--- config.mk ---
export PLATFORM = sky130hd
export DESIGN_NAME = key_debounce
export DESIGN_NICKNAME = d
export VERILOG_FILES = /design/src/rtl/key_debounce.sv
export SDC_FILE = /design/constraint.sdc
export NUM_CORES = 1
export LEC_CHECK = 0
export CAP_MARGIN = 20
export CELL_PAD_IN_SITES_DETAIL_PLACEMENT = 0
export CELL_PAD_IN_SITES_GLOBAL_PLACEMENT = 2
export CORE_UTILIZATION = 39
export DETAILED_ROUTE_END_ITERATION = 7
export GPL_TIMING_DRIVEN = 0
export PLACE_DENSITY_LB_ADDON = 0.25
export SKIP_LAST_GASP = 1
export SYNTH_ARGS = -nofsm -noshare
export SYNTH_HDL_FRONTEND = slang
export SYNTH_SLANG_ARGS = --single-unit
--- constraint.sdc ---
create_clock -name clk_i -period 5 [get_ports clk_i]
set_input_delay 1 -clock clk_i [delete_from_list [all_inputs] [get_ports clk_i]]
set_output_delay 1 -clock clk_i [all_outputs]
set_load 0.1 [all_outputs]
--- src/rtl/key_debounce.sv ---
// key_debounce: synchronises a raw push-button and emits a debounced level plus press/release strobes
module key_debounce #(
    parameter int DEBOUNCE_CYCLES = 1_000_000,
    parameter int ACTIVE_LOW      = 1
) (
    input  logic clk_i,
    input  logic rst_i,
    input  logic key_raw_i,
    output logic key_o,
    output logic press_pulse_o,
    output logic release_pulse_o
);
    localparam int CNT_W = $clog2(DEBOUNCE_CYCLES);
    localparam logic [CNT_W-1:0] LAST = CNT_W'(DEBOUNCE_CYCLES - 1);
    localparam logic REL_LVL = (ACTIVE_LOW != 0);
    localparam logic [1:0] IDLE       = 2'd0;
    localparam logic [1:0] CONF_PRESS = 2'd1;
    localparam logic [1:0] PRESSED    = 2'd2;
    localparam logic [1:0] CONF_REL   = 2'd3;

    logic [1:0]       sync;
    logic [1:0]       state, state_n;
    logic [CNT_W-1:0] cnt, cnt_n;
    logic             s, done, press_n, rel_n;

    assign s    = sync[1] ^ REL_LVL;
    assign done = cnt == LAST;

    always_comb begin
        state_n = state;
        cnt_n   = cnt;
        press_n = 1'b0;
        rel_n   = 1'b0;
        case (state)
            IDLE: if (s) begin
                state_n = CONF_PRESS;
                cnt_n   = '0;
            end
            CONF_PRESS: if (!s) state_n = IDLE;
                else if (done) begin
                    state_n = PRESSED;
                    press_n = 1'b1;
                end else cnt_n = cnt + 1'b1;
            PRESSED: if (!s) begin
                state_n = CONF_REL;
                cnt_n   = '0;
            end
            default: if (s) state_n = PRESSED;
                else if (done) begin
                    state_n = IDLE;
                    rel_n   = 1'b1;
                end else cnt_n = cnt + 1'b1;
        endcase
    end

    // PRESSED and CONF_REL share bit 1, so key_o is simply that bit of the next state
    always_ff @(posedge clk_i) begin
        if (rst_i) begin
            sync            <= {2{REL_LVL}};
            state           <= IDLE;
            cnt             <= '0;
            key_o           <= 1'b0;
            press_pulse_o   <= 1'b0;
            release_pulse_o <= 1'b0;
        end else begin
            sync            <= {sync[0], key_raw_i};
            state           <= state_n;
            cnt             <= cnt_n;
            key_o           <= state_n[1];
            press_pulse_o   <= press_n;
            release_pulse_o <= rel_n;
        end
    end
endmodule

==> impl_metrics.toml <==
[global_route]
grt_pass1_wl_um = 5300
grt_usage_pct = 19.0
overflow = 0
first_global_vias = 1102
antenna_found_initial = 0
grt_max_degree = 15

[power_and_ir_drop]
power.density_nw_per_um2 = 248
vdd_drop_max_mv = 0.110
power_leakage_nw = 0.481

[cells_and_area]
layout_common_cells = "dfxtp_1, nor2_1, a21oi_1"
syn_to_final_growth_pct = 9.72
layout_commonest_cell = "dfxtp_1"
fillers = 370
drive_gt1_share_pct = 11.2
seqCellArea_um2 = 520
nets = 178
stdcell_count = 216
multi_input_area_um2 = 797
n_antenna_cell = 0

[critical_path]
critPathTopFamily = "buffers and inverters"
crit_required_ns = 4.00
critPathMaxFanout = 4
worstSetupPathType = "reg -> out"
critPathLaunchType = "flop"
cp_num_buf_inv = 1
cp.arrival_ns = 1.90
cp-end-kind = "output pin"
slowest_stage = "clkdlybuf4s50_1"
slowest_delay_ns = 1.15
crit_chain = "clkdlybuf4s50_1"

[synthesis]
synth.distinct_cells = 43
syn_inst = 162
synth_edf_count = 0
async_flop_share_pct = 0
ys_ff_latch = 26
netlist_area_um2 = 1380
yosysSeqAreaShare_pct = 37.8
yosys_warnings = 0
synth_nets = 169
avgSynthCellArea_um2 = 8.50
synthFlopType = "dfxtp_1"

[clock_network]
cts.repair_timing.setup_buffer_count = 0
cts.sinks = 26
htreeDepth = 1
clock_latency_ns = 0.33
cts.clk_slew.worst_paths_ns = 0.15
cts.root.buffer_cell = "clkbuf_4"
cts_resized = 0
cts_tree = "built"
clockBufferDepth = 2
cts_hold_buffers = 0
cts_buffers = 3

[route]
vias_per_cell = 5.60
drtAntennaViolNets = 0
dr.pass1.iters = 4
drt_wl_total_um = 3070
wl_per_cell_um = 14.2
num_vias = 1209
drc = 0
drtIter0Drc = 56

[die]
dieArea_um2 = 3770
row_count = 21
io_pins = 6
die_w_um = 61.4
start_util_pct = 41.0
die_h_um = 61.4
core_um2 = 3360

[sta]
hold_violations = 0
period_needed_ns = 2.90
slew_headroom_pct = 35.3
worstMarginPinSlew_ns = 0.968
rsz0062_at_grt = "false"
fin_crit_sh_pct = 57.9
slew_violations = 0
max_freq_mhz = 345
fin_skew_ns = 0.00691
tns_ns = 0
setup_viol = 0

[placed_design]
dp_hpwl_um = 2180
place_inst = 212
port_buffers = 4
gp_congestion = 0.769

[outcome]
status = "finished clean"

[job]
cap_viol_max_count = 0

[min_path]
hp-class = "reg -> reg"
## layout make-up
cell class	count	share of cell area, %
plain buffers	9	2.73
clock buffers	4	2.40
inverters	5	1.24
multi-input cells	122	52.7
flip-flops and latches	26	34.4
well taps	46	3.81
repair buffers	4	2.65
## worst paths after layout
check	start	endpoint	slack [ns]	depth (start not counted)
worst min-delay path	sync[0]$_SDFF_PP1_	sync[1]$_SDFF_PP1_	0.43	1
worst max-delay path	flop	key_o	2.10	1
worst min register to register	sync[0]$_SDFF_PP1_	sync[1]$_SDFF_PP1_	0.43	1
worst max register to register	state[0]$_SDFFE_PP0P_	cnt[11]$_SDFFE_PP0P_	2.72	9
## cells in the mapped netlist (2+ instances only)
master	count	area, µm²
or2_2	3	18.8
and4_1	3	26.3
nor2_4	2	22.5
nand4_1	6	37.5
nor4bb_1	2	20.0
xor2_1	3	26.3
a21oi_1	12	60.1
inv_1	5	18.8
nand2_1	11	41.3
or3_1	5	31.3
buf_2	3	15.0
nor3_1	2	10.0
xnor2_1	7	61.3
nor4_1	8	50.1
dfxtp_1	26	521
o21ai_0	8	40.0
and3_1	2	12.5
and2_1	4	25.0
a31oi_1	3	18.8
nand3_1	5	25.0
clkbuf_1	5	18.8
ha_1	4	50.1
nor2_1	13	48.8
## registers in the layout, indices dropped and copies added (netlist names), named ones only
register         flops
cnt                 20
state                1
sync                 2
press_pulse_o        1
release_pulse_o      1
## power by group
part	internal [mW]	switching, mW
logic	0.0174	0.0316
registers	0.211	0.00387
clock network	0.0447	0.0667
total	0.273	0.102
## per-stage QoR
| stage | hold WS [ns] | total power [mW] | util [%] | cell area, µm² | setup slack (ns) |
|---|---|---|---|---|---|
| 2_1_floorplan | 0.389 | 0.256 | - | 1380 | 2.26 |
| 3_3_place_gp | 0.395 | 0.267 | 43.9 | 1480 | 2.50 |
| 3_5_place_dp | 0.400 | 0.268 | 43.9 | 1480 | 2.49 |
| 4_1_cts | 0.434 | 0.378 | 44.9 | 1510 | 2.10 |
| 5_1_grt | 0.448 | 0.395 | 44.9 | 1510 | 2.03 |
| 6_report | 0.429 | 0.375 | 44.9 | 1510 | 2.10 |
## metal layers
layer  vias up  wire [µm]  global-route usage, %  part of all wire [%]
li1        604          -                      -                     -
met1       584       1600                   27.1                    52
met2        16       1350                   29.5                    44
met3         5         73                   3.15                   2.4
met4         0         40                   5.71                   1.3
met5         -          0                      0                     0
## kinds of logic (layout without fill, tap and decap cells)
| family | after synthesis | count (layout) | synth area share [%] |
|---|---|---|---|
| simple gates | 73 | 73 | 31.4 |
| flops | 26 | 26 | 37.8 |
| compound gates | 32 | 32 | 13.9 |
| mux | 3 | 3 | 2.54 |
| buf+inv | 14 | 22 | 4.36 |
| xor+xnor | 10 | 10 | 6.36 |
| fa+ha+maj | 4 | 4 | 3.63 |
(Power assumes the default switching activity.)
